<file path="config.mk">
export PLATFORM = sky130hd
export DESIGN_NAME = micro_dispatch_seq
export DESIGN_NICKNAME = d
export VERILOG_FILES = /design/src/rtl/micro_dispatch_seq.sv
export SDC_FILE = /design/constraint.sdc
export NUM_CORES = 1
export LEC_CHECK = 0
export CAP_MARGIN = 25
export CORE_ASPECT_RATIO = 2
export CORE_MARGIN = 1
export CORE_UTILIZATION = 45
export DETAILED_ROUTE_END_ITERATION = 8
export PLACE_DENSITY = 0.71
export SYNTH_ARGS = -nofsm -noshare
export SYNTH_HDL_FRONTEND = slang
export SYNTH_SLANG_ARGS = --single-unit
export TNS_END_PERCENT = 50
</file>
<file path="constraint.sdc">
create_clock -name clk -period 7.9 [get_ports clk]
set_input_delay 1.58 -clock clk [delete_from_list [all_inputs] [get_ports clk]]
set_output_delay 1.58 -clock clk [all_outputs]
set_load 0.01 [all_outputs]
</file>
<file path="src/rtl/micro_dispatch_seq.sv">
// micro_dispatch_seq: microprogram sequencer holding the micro-PC.
// Each cycle the next uPC is a fetch, a sequential increment, or a
// dispatch through one of two run-time-programmable masked tables keyed
// on {opcode, funct}. Unmatched keys go to a trap state and raise a
// sticky illegal flag. All outputs are registered.
module micro_dispatch_seq #(
    parameter int STATE_W     = 5,
    parameter int OPC_W       = 6,
    parameter int FN_W        = 6,
    parameter int DT_DEPTH    = 8,
    parameter int FETCH_STATE = 0,
    parameter int TRAP_STATE  = 31,
    parameter int KEY_W       = OPC_W + FN_W,
    parameter int IDX_W       = $clog2(DT_DEPTH)
) (
    input  logic               clk,
    input  logic               rst,
    input  logic               stall,
    input  logic [1:0]         addr_ctl,
    input  logic [OPC_W-1:0]   opcode,
    input  logic [FN_W-1:0]    funct,
    input  logic               cfg_we,
    input  logic               cfg_table,
    input  logic [IDX_W-1:0]   cfg_index,
    input  logic               cfg_valid,
    input  logic [KEY_W-1:0]   cfg_key,
    input  logic [KEY_W-1:0]   cfg_mask,
    input  logic [STATE_W-1:0] cfg_target,
    input  logic               illegal_clr,
    output logic [STATE_W-1:0] upc,
    output logic               miss,
    output logic               illegal
);

    localparam logic [STATE_W-1:0] FETCH_UPC = STATE_W'(FETCH_STATE);
    localparam logic [STATE_W-1:0] TRAP_UPC  = STATE_W'(TRAP_STATE);
    localparam logic [STATE_W-1:0] ONE_UPC   = STATE_W'(1);

    // Dispatch tables, index [table][entry]. Only valid bits are reset.
    logic [DT_DEPTH-1:0] valid_r  [0:1];
    logic [KEY_W-1:0]    key_r    [0:1][0:DT_DEPTH-1];
    logic [KEY_W-1:0]    mask_r   [0:1][0:DT_DEPTH-1];
    logic [STATE_W-1:0]  target_r [0:1][0:DT_DEPTH-1];

    // Sequencer state
    logic [STATE_W-1:0] upc_r;
    logic               miss_r;
    logic               illegal_r;

    // Combinational lookup and next-state values
    logic               tbl_s;
    logic [KEY_W-1:0]   lookup_key_s;
    logic               hit_s;
    logic [STATE_W-1:0] hit_tgt_s;
    logic [STATE_W-1:0] upc_nxt_s;
    logic               miss_nxt_s;
    logic               illegal_nxt_s;

    assign tbl_s        = (addr_ctl == 2'b10) ? 1'b1 : 1'b0;
    assign lookup_key_s = {opcode, funct};

    // Table write port: clears valid bits on reset, otherwise writes one full entry.
    always_ff @(posedge clk) begin
        if (rst) begin
            valid_r[0] <= {DT_DEPTH{1'b0}};
            valid_r[1] <= {DT_DEPTH{1'b0}};
        end else if (cfg_we) begin
            valid_r[cfg_table][cfg_index]  <= cfg_valid;
            key_r[cfg_table][cfg_index]    <= cfg_key;
            mask_r[cfg_table][cfg_index]   <= cfg_mask;
            target_r[cfg_table][cfg_index] <= cfg_target;
        end
    end

    // Masked priority lookup; scanning downward lets the lowest matching index win.
    always_comb begin
        hit_s     = 1'b0;
        hit_tgt_s = {STATE_W{1'b0}};
        for (int i = DT_DEPTH - 1; i >= 0; i--) begin
            if (valid_r[tbl_s][i] &&
                (((lookup_key_s ^ key_r[tbl_s][i]) & mask_r[tbl_s][i]) == {KEY_W{1'b0}})) begin
                hit_s     = 1'b1;
                hit_tgt_s = target_r[tbl_s][i];
            end else begin
                hit_s     = hit_s;
                hit_tgt_s = hit_tgt_s;
            end
        end
    end

    // Next uPC / miss / illegal selection; a stall freezes the uPC and suppresses misses.
    always_comb begin
        upc_nxt_s  = upc_r;
        miss_nxt_s = 1'b0;
        if (stall) begin
            upc_nxt_s  = upc_r;
            miss_nxt_s = 1'b0;
        end else begin
            case (addr_ctl)
                2'b00: upc_nxt_s = FETCH_UPC;
                2'b01,
                2'b10: begin
                    if (hit_s) begin
                        upc_nxt_s  = hit_tgt_s;
                        miss_nxt_s = 1'b0;
                    end else begin
                        upc_nxt_s  = TRAP_UPC;
                        miss_nxt_s = 1'b1;
                    end
                end
                2'b11:   upc_nxt_s = upc_r + ONE_UPC;
                default: upc_nxt_s = FETCH_UPC;
            endcase
        end
        // A miss in the same cycle as a clear keeps the flag set.
        if (miss_nxt_s) begin
            illegal_nxt_s = 1'b1;
        end else if (illegal_clr) begin
            illegal_nxt_s = 1'b0;
        end else begin
            illegal_nxt_s = illegal_r;
        end
    end

    // Sequencer state register with synchronous reset.
    always_ff @(posedge clk) begin
        if (rst) begin
            upc_r     <= FETCH_UPC;
            miss_r    <= 1'b0;
            illegal_r <= 1'b0;
        end else begin
            upc_r     <= upc_nxt_s;
            miss_r    <= miss_nxt_s;
            illegal_r <= illegal_nxt_s;
        end
    end

    assign upc     = upc_r;
    assign miss    = miss_r;
    assign illegal = illegal_r;

endmodule

</file>
==> run summary <==
IO buf count: 59
largest stage delay on the critical path: 0.66 ns
pre-CTS WS: 2.82 ns
largest area contributor in the netlist: edfxtp_1
Via Count: 9712
EDFF count, synth: 480
grt ovf: 0
Register Area: 14600 um^2
Seq/Total Area, Yosys: 76.6%
Worst-Margin Slew: 1.05 ns
critical path depth in cells: 11
Sw Ratio: 21.0%
Worst EP arrival: 4.85 ns
vias in the first global route: 9961
Max-Cap Viols: 0
routed vias/inst: 5.64
Main synth FF type: edfxtp_1
layout cells sized above 1: 12.2%
Netlist Area Pre-Place: 19000 um^2
Post-layout nets: 1214
Clock Sinks: 487
Slowest cell on crit path: buf_4
Int Power: 4.00 mW
P_leak: 7.12 nW
post-CTS resize count: 0
Slew Viols, Final: 0
Psw: 1.06 mW
first-iteration detailed-routing DRC count: 716
H-tree level count: 2
Reg power frac: 57.2%
Final Skew: 0.0238 ns
Hold Path Cell Cnt: 2
Die Y: 293 um
num rows: 106
Multi-input gate area: 4280 um^2
Power Total: 5.07 mW
peak supply drop: 0.145 mV
Clock Pin Slew Worst Setup and Hold Paths: 0.07 ns
flops & latches, synth: 487
I/O pin count: 60
initial antenna violation count: 0
Cell variety after synth: 58
Slew HR: 29.8%
critical path's top delay family: buffers and inverters
largest net degree at the start of global routing: 47
top post-synthesis cells by area: edfxtp_1 76%, xor2_1 8.8%, a22oi_1 1.7%, mux2i_1 1.5%, a222oi_1 0.90%
post-route setup TNS: 0 ns
RSZ-0062 raised after global routing: no
final core utilization: 52.0%
Hold Violations, Final: 0
GPL Wtd Cong: 0.904
pwr/cell area: 233 nW/um^2
Comb pwr share: 5.9%
post-synthesis instance total: 1060
post-synth net total: 1117
critical-path cell list: clkdlybuf4s50_1, ha_2, buf_4, nand2_1, a21oi_1, nand3_1, nor2_4, nor2_2, a211oi_1, a2111o_1, o211ai_1
DR DRC count: 0
status: complete, no violations
first-pass GRT wire length: 65700 um
core box area: 41800 um^2
hold_buf cts: 0
CP startpoint kind: primary input
r2r worst-path depth: 6
chip width: 147 um
CP Data Required Time: 8.32 ns
WL/cell: 26.9 um
post-DP HPWL: 30000 um
TritonRoute pass-1 iters: 5
crit path max fanout: 46
CTS tree: yes
drt total wl: 46400 um
Setup Viol. Count Final: 0
total setup buffers inserted after CTS: 0
Setup crit end kind: flop
path type of the worst min-delay path: flop to flop
global-route usage over all layers: 21.8%
Period Utilization, post-route: 56.0%
antenna violation net count after detailed routing: 0
most frequent cells in the layout: 480 x edfxtp_1, 192 x xor2_1, 59 x clkdlybuf4s50_1, 42 x a22oi_1, 41 x clkbuf_16
worst skew pair latency: 0.55 ns
Clock Power Share: 36.9%
final setup margin: 3.47 ns
area share of the largest cell type after synthesis: 75.8%
Synth warnings: 0
Avg Inst Size Synth: 17.9 um^2
critical setup path kind: primary input to flop
most common cell after layout, fill and taps aside: edfxtp_1
CTS Buf Count: 39
ys async rst share: 0%
fill count: 3325
Peak Freq: 226 MHz
die area: 43100 um^2
Synth-to-Final Area Change: 14.2%
CTS max path bufs: 3
crit path buf inv count: 2
initial core utilization: 45.5%
CTS Root Cell: clkbuf_16
Diodes inserted: 0
fin crit period: 4.43 ns
-- kinds of logic after synthesis --
| kind of cell | Yosys count | synth area share (%) |
|---|---|---|
| fa+ha+maj | 4 | 0.263 |
| mux | 38 | 2.06 |
| flops | 487 | 76.6 |
| compound gates | 141 | 6.04 |
| simple gates | 161 | 4.69 |
| buf+inv | 37 | 1.55 |
| xor+xnor | 192 | 8.85 |
-- registers in the layout, indices dropped and copies added (netlist names) --
name,flops
illegal,1
miss,1
valid_r,16
upc,5
mask_r,192
key_r,192
target_r,80
-- Yosys cell counts (3+ instances only) --
| master | n |
|---|---|
| a222oi_1 | 17 |
| and4b_1 | 4 |
| mux2i_1 | 29 |
| a21oi_1 | 19 |
| buf_4 | 10 |
| nor3_1 | 5 |
| nand2b_1 | 7 |
| a221oi_2 | 3 |
| ha_1 | 4 |
| clkbuf_1 | 4 |
| nand3_1 | 26 |
| a22o_1 | 10 |
| dfxtp_1 | 7 |
| buf_6 | 13 |
| edfxtp_1 | 480 |
| a211oi_1 | 5 |
| o22ai_1 | 5 |
| nand2_1 | 27 |
| o211ai_1 | 4 |
| mux2_2 | 9 |
| a221oi_1 | 9 |
| nor2_1 | 30 |
| a31oi_1 | 4 |
| o21ai_0 | 5 |
| buf_2 | 7 |
| a22oi_1 | 42 |
| or2_2 | 16 |
| nor2b_1 | 11 |
| xor2_1 | 192 |
| and2_1 | 16 |
-- worst paths after layout --
path	from	end	slack, ns
worst max-delay path	addr_ctl[1]	upc[2]	3.47
worst min register to register	illegal	illegal	0.48
worst min-delay path	illegal	illegal	0.48
worst max register to register	key_r[0][9]	upc[4]	5.14
-- power groups by stage --
stage / Combinational [mW] / Clock, mW / Sequential, mW
after floorplan: 0.142 / 0 / 2.95
after global placement: 0.292 / 0 / 2.95
after detailed placement: 0.300 / 0 / 2.96
after CTS: 0.301 / 1.89 / 2.90
after global routing: 0.320 / 1.97 / 2.90
final: 0.301 / 1.87 / 2.90
-- final cells by class --
cell class,instances,share of cell area [%]
clock buffers,48,4.85
well taps,540,3.11
inverters,2,0.0346
multi-input cells,536,19.7
repair buffers,91,4.61
clock inverters,19,0.674
flip-flops and latches,487,67.0
-- stage by stage --
stage,hold slack (ns),instances,cell area [um^2]
finish,0.478,1723,21700
global route,0.528,1723,21700
CTS,0.477,1715,21500
detailed placement,0.466,1648,20300
global placement,0.473,1645,20300
floorplan,0.493,1060,19000
-- worst reg2reg max path, stage by stage, from the launching register on --
cell and delay (ns):
edfxtp_1 0.38, xor2_1 0.58, a222oi_1 0.22, a31oi_1 0.60
nor2_1 0.19, a2111oi_0 0.49, o211ai_1 0.17
-- routing by layer --
| layer | up-vias | wire length, um | GRT usage (%) | share of wire (%) |
|---|---|---|---|---|
| met5 | - | 0 | 0 | 0 |
| met4 | 0 | 3890 | 16.5 | 8.4 |
| met3 | 115 | 2240 | 2.87 | 4.8 |
| met2 | 355 | 25000 | 40.0 | 54 |
| met1 | 4965 | 15200 | 22.3 | 33 |
| li1 | 4277 | - | - | - |
(Power assumes the default switching activity.)
==> patch 1 (same settings) <==
Add an input register stage for `cfg_key`; this delays it by one clock. The other inputs are not delayed to match.
--- a/src/rtl/micro_dispatch_seq.sv
+++ b/src/rtl/micro_dispatch_seq.sv
@@ -38,2 +38,8 @@
 
+    logic [KEY_W-1:0] cfg_key_q;
+
+    always_ff @(posedge clk) begin
+        cfg_key_q <= cfg_key;
+    end
+
     // Dispatch tables, index [table][entry]. Only valid bits are reset.
@@ -68,3 +74,3 @@
             valid_r[cfg_table][cfg_index]  <= cfg_valid;
-            key_r[cfg_table][cfg_index]    <= cfg_key;
+            key_r[cfg_table][cfg_index]    <= cfg_key_q;
             mask_r[cfg_table][cfg_index]   <= cfg_mask;
Check against the original RTL: not equivalent (a bounded check fails within 4 cycles, from zero or initial values and one cycle with rst high).
==> patch 1 against the original RTL <==
Sequential share of layout area increased by 0.28 points; power increased by 2.9%; via count decreased by 0.11%; synthesized area increased by 1.4%; synthesized cell count increased by 2.5%; hold slack improved by 3.7 ps; worst setup slack got worse by 190 ps; wire length decreased by 5.2%; design area increased by 1.2%; sequential cell count increased by 12; combinational power decreased by 23%; non-clock buffer count decreased by 8; critical endpoint is now upc[3].
==> patch 1: results (changes against the original RTL) <==
| Metric | Value |
|---|---|
| Reg2reg end | `upc[3] (was upc[4])` |
| TritonCTS buffer count | `43 (was 39)` |
| Non-Filler Instances | `1752 (was 1723)` |
| Iteration-0 DRC Markers | `792 (was 716)` |
| Top cells by count, synth | `edfxtp_1, xor2_1, a22oi_1 (unchanged)` |
| Syn avg cell area | `17.7 sq um (was 17.9 sq um)` |
| Clock skew | `14.3 ps (was 23.8 ps)` |
| First-pass GRT wire length | `64.0 mm (was 65.7 mm)` |
| Placed insts | `1666 (was 1648)` |
| Reported net switching power | `0.00109 W (was 0.00106 W)` |
| Arrival time at the worst endpoint | `5040 ps (was 4850 ps)` |
| Worst Setup SP | `addr_ctl[1] (unchanged)` |
| Post-synthesis sequential area ratio | `0.768 (was 0.766)` |
| Placer Congestion | `0.917 (was 0.904)` |
| Synth top area cells | `edfxtp_1, xor2_1, dfxtp_1 (was edfxtp_1, xor2_1, a22oi_1)` |
| VDD IR max | `0.000163 V (was 0.000145 V)` |
| Tightest Pin Transition | `1070 ps (was 1050 ps)` |
| Mapped Nets | `1144 (was 1117)` |
| Setup slack, reg-to-reg | `5230 ps (was 5140 ps)` |
| Worst Reg-to-Reg Cells | `8 (was 6)` |
| Static leakage | `7.20 nW (was 7.12 nW)` |
| Largest net degree at the start of global routing | `42 (was 47)` |
| Reg2reg start | `key_r[1][32] (was key_r[0][9])` |
| Via/cell ratio | `5.54 (was 5.64)` |
| Post-CTS Setup Repair Bufs | `0 (unchanged)` |
| Nets | `1236 (was 1214)` |
| Crit Path Max Fanout | `41 (was 46)` |
| Max stage delay on crit path | `600 ps (was 660 ps)` |
| HPWL Detailed | `28.0 mm (was 30.0 mm)` |
| Vias in the first global route | `10.0k (was 9961)` |
| Share of layout cells above drive strength 1 | `0.115 (was 0.122)` |
| Synth unique cells | `64 (was 58)` |
| GRT Util Overall | `0.207 (was 0.218)` |
| Final WL | `44.0 mm (was 46.4 mm)` |
| Critical path's slowest cell | `buf_4 (unchanged)` |
| Top Registers | `key_r (192), mask_r (192), target_r (80) (unchanged)` |
| Status | `complete, no violations (unchanged)` |
-- patch 1: tightest hold or removal path, stage by stage (launching register included) --
cell and delay [ps]:
dfxtp_1 310, nand2b_1 70, a21oi_1 60
-- patch 1: area by class of cell --
cell class,instances,area (sq um)
clock inverter,21,200
tap,540,676
inverter,4,15.0
fill,3273,20100
timing repair buffer,83,901
clock buffer,57,1130
multi-input combinational,548,4260
sequential,499,14800
-- patch 1: per-layer routing --
layer / part of all wire / up-vias / GRT usage
li1: - / 4345 / -
met1: 0.35 / 4953 / 0.223
met2: 0.56 / 317 / 0.393
met3: 0.042 / 86 / 0.0228
met4: 0.048 / 0 / 0.106
met5: 0 / - / 0
-- patch 1: per-stage QoR --
step | worst slack (ps) | util | hold WS, ps | area, sq um
after global routing | 3130 | 0.523 | 510 | 22000
after global placement | 2820 | 0.487 | 463 | 20500
after detailed placement | 2710 | 0.487 | 479 | 20500
final | 3290 | 0.523 | 482 | 22000
after floorplan | 3090 | - | 493 | 19300
after CTS | 3270 | 0.518 | 491 | 21800
-- patch 1: kinds of logic (layout without fill, tap and decap cells) --
| family | Yosys count | in the layout | share of synthesized area |
|---|---|---|---|
| fa+ha+maj | 4 | 4 | 0.00260 |
| simple gates | 162 | 162 | 0.0459 |
| compound gates | 152 | 152 | 0.0596 |
| buf+inv | 40 | 165 | 0.0169 |
| mux | 38 | 38 | 0.0201 |
| xor+xnor | 192 | 192 | 0.0873 |
| flops | 499 | 499 | 0.768 |
-- patch 1: power by group through the flow --
stage               sequential, W  clock [W]  combinational, W
finish                    0.00296    0.00202          0.000232
global route              0.00296    0.00214          0.000249
CTS                       0.00296    0.00205          0.000233
detailed placement        0.00302          0          0.000232
global placement          0.00302          0          0.000228
floorplan                 0.00300          0          0.000125
==> patch 2 (same flow settings) <==
Without the edit above. The parameter `OPC_W` goes from 6 to 12.
--- a/src/rtl/micro_dispatch_seq.sv
+++ b/src/rtl/micro_dispatch_seq.sv
@@ -7,3 +7,3 @@
     parameter int STATE_W     = 5,
-    parameter int OPC_W       = 6,
+    parameter int OPC_W       = 12,
     parameter int FN_W        = 6,
Ports: changed (resized cfg_key, cfg_mask and opcode); port bits go from 60 to 78. No check against the original RTL was run, so the function may have changed too.
==> patch 2 against the original RTL <==
First-iteration DRC count rose by 99%; critical path depth fell by 1; synthesized area rose by 40%; design area rose by 40%; power rose by 41%; hold slack improved by 38 ps; synthesized cell count rose by 46%; sequential cell count rose by 192; wire length rose by 64%; clock skew fell by 10 ps; non-clock buffer count rose by 42; worst setup slack got worse by 480 ps; core utilization rose by 0.16 points; highest routed layer is now met5.
==> patch 2: results (changes against the original RTL) <==
| Metric | Value |
|---|---|
| Nets | `1762 (was 1214)` |
| Total number of vias | `14.7k (was 9712)` |
| Iteration-0 DRC Markers | `1427 (was 716)` |
| Synth unique cells | `51 (was 58)` |
| Worst skew pair latency | `600 ps (was 550 ps)` |
| IO buf count | `77 (was 59)` |
| GRT Util Overall | `0.256 (was 0.218)` |
| Static leakage | `10.0 nW (was 7.12 nW)` |
| HPWL Detailed | `50.6 mm (was 30.0 mm)` |
| DP Area | `28700 sq um (was 20300 sq um)` |
| Critical path's slowest cell | `clkdlybuf4s50_1 (was buf_4)` |
| Post-synth EDFFs | `672 (was 480)` |
| Arrival time at the worst endpoint | `5440 ps (was 4850 ps)` |
| Wire per inst | `30.6 um (was 26.9 um)` |
| Post-synthesis sequential area ratio | `0.762 (was 0.766)` |
| Status | `complete, no violations (unchanged)` |
| Top Registers | `key_r (288), mask_r (288), target_r (80) (was key_r (192), mask_r (192), target_r (80))` |
| First-pass GRT wire length | `107 mm (was 65.7 mm)` |
| Top cells by count, synth | `edfxtp_1, xor2_1, a22oi_1 (unchanged)` |
| Mapped Nets | `1625 (was 1117)` |
| Synth top area cells | `edfxtp_1, xor2_1, a22oi_1 (unchanged)` |
| Clock skew | `13.4 ps (was 23.8 ps)` |
| Initial antenna violation count | `1 (was 0)` |
| Crit Path Max Fanout | `9 (was 46)` |
| Share of layout cells above drive strength 1 | `0.114 (was 0.122)` |
| Placer Congestion | `0.918 (was 0.904)` |
| Fillers | `4602 (was 3325)` |
==> patch 2: changes by cell type after synthesis, moves of 17 or more <==
cell,before,now
nand2_1,27,66
a22oi_1,42,135
edfxtp_1,480,672
xor2_1,192,284
nand4_1,1,32
a222oi_1,17,0
==> patch 2: area by class of cell <==
class / count / area, sq um / area share
clock buffer: 55 / 1330 / 0.0439
clock inverter: 40 / 370 / 0.0122
inverter: 11 / 41.3 / 0.00136
multi-input combinational: 809 / 6070 / 0.200
sequential: 679 / 20300 / 0.668
tap: 762 / 953 / 0.0314
timing repair buffer: 133 / 1320 / 0.0434
==> patch 2: where the power goes <==
part           switching (W)  internal (W)
combinational       0.000298      0.000141
sequential         0.0000176       0.00401
clock                0.00124       0.00145
total                0.00155       0.00560
==> patch 2: per-stage QoR <==
stage               hold WS (ps)  std cells  setup slack [ps]
floorplan                    511       1550              2230
global placement             492       2384              2480
detailed placement           496       2393              2510
CTS                          511       2488              3110
global route                 527       2489              2880
finish                       516       2489              3000
==> patch 2: worst paths after layout <==
| check | from | to | slack [ps] | depth (start not counted) |
|---|---|---|---|---|
| max reg2reg | key_r[0][11] | upc[0] | 4630 | 8 |
| min | illegal | illegal | 520 | 1 |
| min reg2reg | illegal | illegal | 520 | 1 |
| max | opcode[2] | upc[0] | 3000 | 10 |
==> patch 2: layer usage <==
layer  vias to the layer above  wire length [um]  GRT usage
li1                       6231                 -          -
met1                      7602             25400      0.276
met2                       653             40400      0.466
met3                       238              4290     0.0316
met4                         2              6060      0.170
met5                         -                13          0
==> patch 2: critical path: cells and delay by family <==
kind / cells / cell delay (ps)
simple gates: 3 / 1000
compound gates: 4 / 1300
buf+inv: 2 / 1420
xor+xnor: 1 / 110
==> patch 2: cells by family after synthesis <==
| kind of cell | synth area share |
|---|---|
| xor+xnor | 0.0946 |
| buf+inv | 0.0142 |
| flops | 0.762 |
| simple gates | 0.0506 |
| compound gates | 0.0611 |
| mux | 0.0151 |
| fa+ha+maj | 0.00188 |
